`src/rtl/cylon_pkg.sv`:
```
// Shared types and helpers for the parametrised cylon LED scanner.
package cylon_pkg;

  typedef enum logic [1:0] {
    MODE_CYLON  = 2'b00,
    MODE_R_TO_L = 2'b01,
    MODE_L_TO_R = 2'b10,
    MODE_RSVD   = 2'b11
  } mode_e;

  typedef enum logic {
    DIR_UP   = 1'b0,
    DIR_DOWN = 1'b1
  } dir_e;

  // Step period in clk cycles: base >> shift, never below 1.
  function automatic int unsigned step_period(input int unsigned base, input int unsigned shift);
    int unsigned p;
    p = (shift >= 32'd32) ? 32'd0 : (base >> shift);
    return (p == 32'd0) ? 32'd1 : p;
  endfunction

endpackage

```
`src/rtl/cylon_scanner_btn_debounce.sv`:
```
// Button conditioner: 2-FF synchroniser, stability counter, and a one-cycle
// pulse on each accepted 0->1 level change.
module btn_debounce
  import cylon_pkg::*;
#(
  parameter int DEBOUNCE_CYCLES = 1_000_000
) (
  input  logic clk,
  input  logic reset,
  input  logic btn_in,
  output logic level,
  output logic press
);

  localparam int CNT_W = (DEBOUNCE_CYCLES > 1) ? $clog2(DEBOUNCE_CYCLES) : 1;
  localparam logic [CNT_W-1:0] CNT_LAST = CNT_W'(DEBOUNCE_CYCLES - 1);

  logic             sync1_q, sync1_d;
  logic             sync2_q, sync2_d;
  logic             level_q, level_d;
  logic             press_q, press_d;
  logic [CNT_W-1:0] cnt_q, cnt_d;

  always_comb begin
    sync1_d = btn_in;
    sync2_d = sync1_q;
    level_d = level_q;
    press_d = 1'b0;
    cnt_d   = '0;
    // The count only survives while the input keeps disagreeing with the level.
    if (sync2_q != level_q) begin
      if (cnt_q >= CNT_LAST) begin
        level_d = sync2_q;
        press_d = sync2_q;
      end else begin
        cnt_d = cnt_q + 1'b1;
      end
    end
  end

  always_ff @(posedge clk) begin
    if (reset) begin
      sync1_q <= 1'b0;
      sync2_q <= 1'b0;
      level_q <= 1'b0;
      press_q <= 1'b0;
      cnt_q   <= '0;
    end else begin
      sync1_q <= sync1_d;
      sync2_q <= sync2_d;
      level_q <= level_d;
      press_q <= press_d;
      cnt_q   <= cnt_d;
    end
  end

  assign level = level_q;
  assign press = press_q;

endmodule

```
`src/rtl/cylon_scanner.sv`:
```
// N-LED scanner: debounced buttons pick cylon / right-to-left / left-to-right
// motion or pause, speed shifts the step period, brightness PWM-gates the LED.
module cylon_scanner
  import cylon_pkg::*;
#(
  parameter int NUM_LEDS              = 16,
  parameter int CLOCK_CYCLES_PER_STEP = 25_000_000,
  parameter int DEBOUNCE_CYCLES       = 1_000_000,
  parameter int SPEED_BITS            = 3,
  parameter int PWM_BITS              = 4
) (
  input  logic                        clk,
  input  logic                        reset,
  input  logic                        btn_c,
  input  logic                        btn_l,
  input  logic                        btn_r,
  input  logic                        btn_u,
  input  logic [SPEED_BITS-1:0]       speed,
  input  logic [PWM_BITS-1:0]         brightness,
  output logic [NUM_LEDS-1:0]         led,
  output logic [$clog2(NUM_LEDS)-1:0] pos,
  output logic [1:0]                  mode,
  output logic                        paused
);

  localparam int POS_W = $clog2(NUM_LEDS);
  localparam int PRE_W = (CLOCK_CYCLES_PER_STEP > 1) ? $clog2(CLOCK_CYCLES_PER_STEP) : 1;
  localparam logic [POS_W-1:0] POS_LAST = POS_W'(NUM_LEDS - 1);

  logic press_c, press_l, press_r, press_u;
  logic [3:0] btn_level_unused;

  btn_debounce #(.DEBOUNCE_CYCLES(DEBOUNCE_CYCLES)) u_btn_c (
    .clk(clk), .reset(reset), .btn_in(btn_c), .level(btn_level_unused[0]), .press(press_c));
  btn_debounce #(.DEBOUNCE_CYCLES(DEBOUNCE_CYCLES)) u_btn_l (
    .clk(clk), .reset(reset), .btn_in(btn_l), .level(btn_level_unused[1]), .press(press_l));
  btn_debounce #(.DEBOUNCE_CYCLES(DEBOUNCE_CYCLES)) u_btn_r (
    .clk(clk), .reset(reset), .btn_in(btn_r), .level(btn_level_unused[2]), .press(press_r));
  btn_debounce #(.DEBOUNCE_CYCLES(DEBOUNCE_CYCLES)) u_btn_u (
    .clk(clk), .reset(reset), .btn_in(btn_u), .level(btn_level_unused[3]), .press(press_u));

  mode_e               mode_q, mode_d;
  dir_e                dir_q, dir_d;
  logic [POS_W-1:0]    pos_q, pos_d;
  logic                paused_q, paused_d;
  logic [PRE_W-1:0]    pre_q, pre_d;
  logic [PWM_BITS-1:0] pwm_cnt_q, pwm_cnt_d;
  logic [NUM_LEDS-1:0] led_q, led_d;

  int unsigned period;
  logic        mode_sel;
  logic        tick;
  logic        lit;

  always_comb begin
    period   = step_period(32'(CLOCK_CYCLES_PER_STEP), 32'(speed));
    mode_sel = press_c | press_r | press_l;
    tick     = !paused_q && !mode_sel && (32'(pre_q) >= period - 32'd1);

    mode_d   = mode_q;
    dir_d    = dir_q;
    pos_d    = pos_q;
    pre_d    = pre_q;
    paused_d = paused_q ^ press_u;

    if (mode_sel) begin
      pre_d = '0;
      if (press_c) begin
        mode_d = MODE_CYLON;
        // Direction is only chosen on entry so a reselect keeps the sweep going.
        if (mode_q != MODE_CYLON) dir_d = (pos_q == POS_LAST) ? DIR_DOWN : DIR_UP;
      end else if (press_r) begin
        mode_d = MODE_L_TO_R;
      end else begin
        mode_d = MODE_R_TO_L;
      end
    end else if (!paused_q) begin
      if (tick) begin
        pre_d = '0;
        case (mode_q)
          MODE_R_TO_L: pos_d = (pos_q == POS_LAST) ? '0 : pos_q + 1'b1;
          MODE_L_TO_R: pos_d = (pos_q == '0) ? POS_LAST : pos_q - 1'b1;
          MODE_CYLON: begin
            if (dir_q == DIR_UP) begin
              if (pos_q == POS_LAST) begin
                dir_d = DIR_DOWN;
                pos_d = POS_LAST - 1'b1;
              end else begin
                pos_d = pos_q + 1'b1;
              end
            end else begin
              if (pos_q == '0) begin
                dir_d = DIR_UP;
                pos_d = POS_W'(1);
              end else begin
                pos_d = pos_q - 1'b1;
              end
            end
          end
          default: pos_d = pos_q;
        endcase
      end else begin
        pre_d = pre_q + 1'b1;
      end
    end

    pwm_cnt_d = pwm_cnt_q + 1'b1;
    lit       = (pwm_cnt_q < brightness) || (&brightness);
    led_d     = '0;
    if (lit) led_d[pos_q] = 1'b1;
  end

  always_ff @(posedge clk) begin
    if (reset) begin
      mode_q    <= MODE_CYLON;
      dir_q     <= DIR_UP;
      pos_q     <= '0;
      paused_q  <= 1'b0;
      pre_q     <= '0;
      pwm_cnt_q <= '0;
      led_q     <= '0;
    end else begin
      mode_q    <= mode_d;
      dir_q     <= dir_d;
      pos_q     <= pos_d;
      paused_q  <= paused_d;
      pre_q     <= pre_d;
      pwm_cnt_q <= pwm_cnt_d;
      led_q     <= led_d;
    end
  end

  assign led    = led_q;
  assign pos    = pos_q;
  assign mode   = mode_q;
  assign paused = paused_q;

endmodule

```
`config.mk`:
```
export PLATFORM = sky130hd
export DESIGN_NAME = cylon_scanner
export DESIGN_NICKNAME = d
export VERILOG_FILES = /design/src/rtl/cylon_pkg.sv /design/src/rtl/cylon_scanner_btn_debounce.sv /design/src/rtl/cylon_scanner.sv
export SDC_FILE = /design/constraint.sdc
export NUM_CORES = 1
export LEC_CHECK = 0
export ABC_AREA = 1
export CAP_MARGIN = 20
export CELL_PAD_IN_SITES_DETAIL_PLACEMENT = 1
export CELL_PAD_IN_SITES_GLOBAL_PLACEMENT = 2
export CORE_ASPECT_RATIO = 1.4
export CORE_MARGIN = 2
export CORE_UTILIZATION = 25
export DETAILED_ROUTE_END_ITERATION = 16
export GPL_ROUTABILITY_DRIVEN = 0
export PLACE_DENSITY = 0.63
export SLEW_MARGIN = 25
export SYNTH_ARGS = -nofsm -noshare
export SYNTH_HDL_FRONTEND = slang
export SYNTH_HIERARCHICAL = 1
export SYNTH_SLANG_ARGS = --single-unit
```
`constraint.sdc`:
```
create_clock -name clk -period 4.4 [get_ports clk]
set_input_delay 0.44 -clock clk [delete_from_list [all_inputs] [get_ports clk]]
set_output_delay 0.44 -clock clk [all_outputs]
set_load 0.05 [all_outputs]
```
==> results_dict.tcl <==
set metrics [dict create \
    cts.sink_count 149 \
    max_freq_mhz 311 \
    fin_cells 1604 \
    dp.cells 1572 \
    vias 7104 \
    drt-pass1-iter-count 4 \
    initial_core_util_pct 25.2 \
    start_kind "input pin" \
    io_pins 36 \
    syn_inst 1149 \
    dieArea_um2 34000 \
    overflow 0 \
    final_nets 1243 \
    antenna_found_initial 0 \
    hold_depth 2 \
    routed_wl_um 21100 \
    ctsRootBufferMaster "clkbuf_16" \
    ant_nets 0 \
    wl_per_cell_um 13.1 \
    final_common_cell "nand2_1" \
    syn_to_final_growth_pct 16.3 \
    synth_seq_cells 149 \
    crit_path_end_kind "flip-flop" \
    cts_buffers 17 \
    synth.yosys.warnings 6 \
    setup_violations 0 \
    postLayoutCoreUtil_pct 29.3 \
    synth.distinct_cells 38 \
    synth.area.top_cells "dfxtp_1, nand2_1, nor2_1" \
    fin_setup_tns_ps 0 \
    syn-num-nets 1201 \
    status "finished clean" \
    min_period_over_period_pct 73.2 \
    drt-initial-drc-count 167 \
    final_max_slew_viol_count 0 \
    tightest_slew_ps 630 \
    post_cts_buffers 0 \
    cts_hold_buf 0 \
    synthArstFlopShare_pct 0 \
    rsz0062_at_grt "no" \
    crit_fanout 18 \
    final_area_um2 9450 \
    num_rows 78 \
    hpwl_um 16500 \
    reg2reg_depth 12 \
    chipWidth_um 156 \
    fillers 4001 \
    dpl-instance-area_um2 8860 \
    antenna_cells 0 \
    syn-cell-area_um2 8120 \
    core_area_um2 32200 \
    drcViolationCount 0 \
    vias_per_cell 4.43 \
    holdWs_ps 404 \
    irDropWorstVdd_mv 0.284 \
    dieHeight_um 217 \
    period_minus_slack_ps 3220 \
    p_leak_nw 3.64 \
    cts_tree "done" \
    synth.avg_cell_area_um2 7.07 \
    synth_edf_count 0 \
    fin_skew_ps 6.68 \
    slew-limit-headroom_pct 57.6 \
    hold_class "flip-flop to flip-flop" \
    synth_area_leader_cell "dfxtp_1" \
    track_usage_pct 13.4 \
    clkTransAtPathRegs_ps 60 \
    layout_common_cells "nand2_1, nor2_1, dfxtp_1" \
    required_ps 4710 \
    numPortBuffers 35 \
    path_class "input pin to flip-flop" \
    cp.arrival_ps 3530 \
    ys_seq_area_share_pct 36.7 \
    grt_pass1_wl_um 36000 \
    synthFlopType "dfxtp_1" \
    yosysTopAreaCellShare_pct 36.7 \
    worst_skew_pair.late_latency_ps 440 \
    cts_max_level 4 \
    p_per_area_nw_per_um2 311 \
    grt_max_degree 21 \
    drive_above_1_share_pct 8.64 \
    grt_pass1_vias 7598 \
    max_cap_viol_count 0 \
    clock_path_buffers 2 \
    timing_hold_violations_final 0 \
    cts_resized 0 \
]
[synthesized netlist by cell type (5+ instances only)]
library cell and count:
o21ai_0 24, nand2_2 17, nand3_2 12, nor2_2 8, nor3_1 14, o21bai_1 7
nand4_1 26, xor2_1 35, a21oi_1 53, inv_1 147, buf_6 9, or2_2 9
ha_1 39, xnor2_1 19, nor2_4 17, dfxtp_1 149, a211oi_1 5, nand3_1 40
nand2_1 269, nor2_1 214
[state kept, by name, summed over array words and instances, names as in the netlist, 2 cells and up]
| name | flops |
|---|---|
| u_btn_r/cnt_q | 20 |
| pwm_cnt_q | 4 |
| u_btn_l/cnt_q | 20 |
| mode | 2 |
| u_btn_c/cnt_q | 20 |
| u_btn_u/cnt_q | 20 |
| pos | 4 |
| led | 16 |
| pre_q | 25 |
[per-stage QoR]
stage / setup slack [ps] / power, mW
after floorplan: 1700 / 1.47
after global placement: 689 / 1.51
after detailed placement: 649 / 1.51
after CTS: 1130 / 3.02
after global routing: 804 / 3.08
final: 1180 / 2.94
[power by group]
group | total, mW | leakage (nW) | internal (mW) | switching, mW
sequential | 1.37 | 1.20 | 1.36 | 0.00904
combinational | 0.111 | 2.15 | 0.0412 | 0.0700
clock | 1.46 | 0.282 | 0.863 | 0.599
total | 2.94 | 3.64 | 2.26 | 0.678
[final timing paths]
| check | start | slack (ps) | to |
|---|---|---|---|
| worst max register to register | pre_q[19] | 2220 | pre_q[16] |
| worst min register to register | u_btn_u/sync1_q | 400 | u_btn_u/sync2_q |
| worst max-delay path | speed[2] | 1180 | pre_q[19] |
| worst min-delay path | u_btn_u/sync1_q | 400 | u_btn_u/sync2_q |
[routing by layer]
metal	GRT usage, %	part of all wire [%]	routed length [um]	up-vias
li1	-	-	-	3695
met1	13.7	41	8560	3357
met2	26.5	56	11900	34
met3	2.35	1.5	311	18
met4	4.74	1.5	325	0
met5	0	0	0	-
[kinds of logic after synthesis]
family	synth area share [%]
buffers and inverters	8.35
adders and majority gates	6.01
DFF	36.7
xor gates and xnor gates	5.82
and+or+nand+nor	35.9
AOI/OAI and AO/OA	7.22
[cell type report]
| cell class | count | area (um^2) | share of cell area (%) |
|---|---|---|---|
| Tap cell | 400 | 500 | 5.30 |
| Clock buffer | 20 | 457 | 4.83 |
| Timing Repair Buffer | 36 | 358 | 3.79 |
| Multi-Input combinational cell | 839 | 4460 | 47.2 |
| Sequential cell | 149 | 2980 | 31.6 |
| Inverter | 148 | 561 | 5.93 |
| Clock inverter | 12 | 129 | 1.36 |
[critical path, cell delays in order]
cell,delay [ps]
clkdlybuf4s50_1,740
nand2_1,100
inv_1,90
nand2_1,100
ha_1,260
a21oi_1,150
nand2_1,90
ha_1,290
nand2_1,60
nor2_1,140
nand2_1,80
nor2_1,110
nor2_1,60
nand2_1,60
nand2_1,40
nand2_1,90
nand2_1,170
nand2_2,360
nor2_1,100
(Power assumes the default switching activity.)
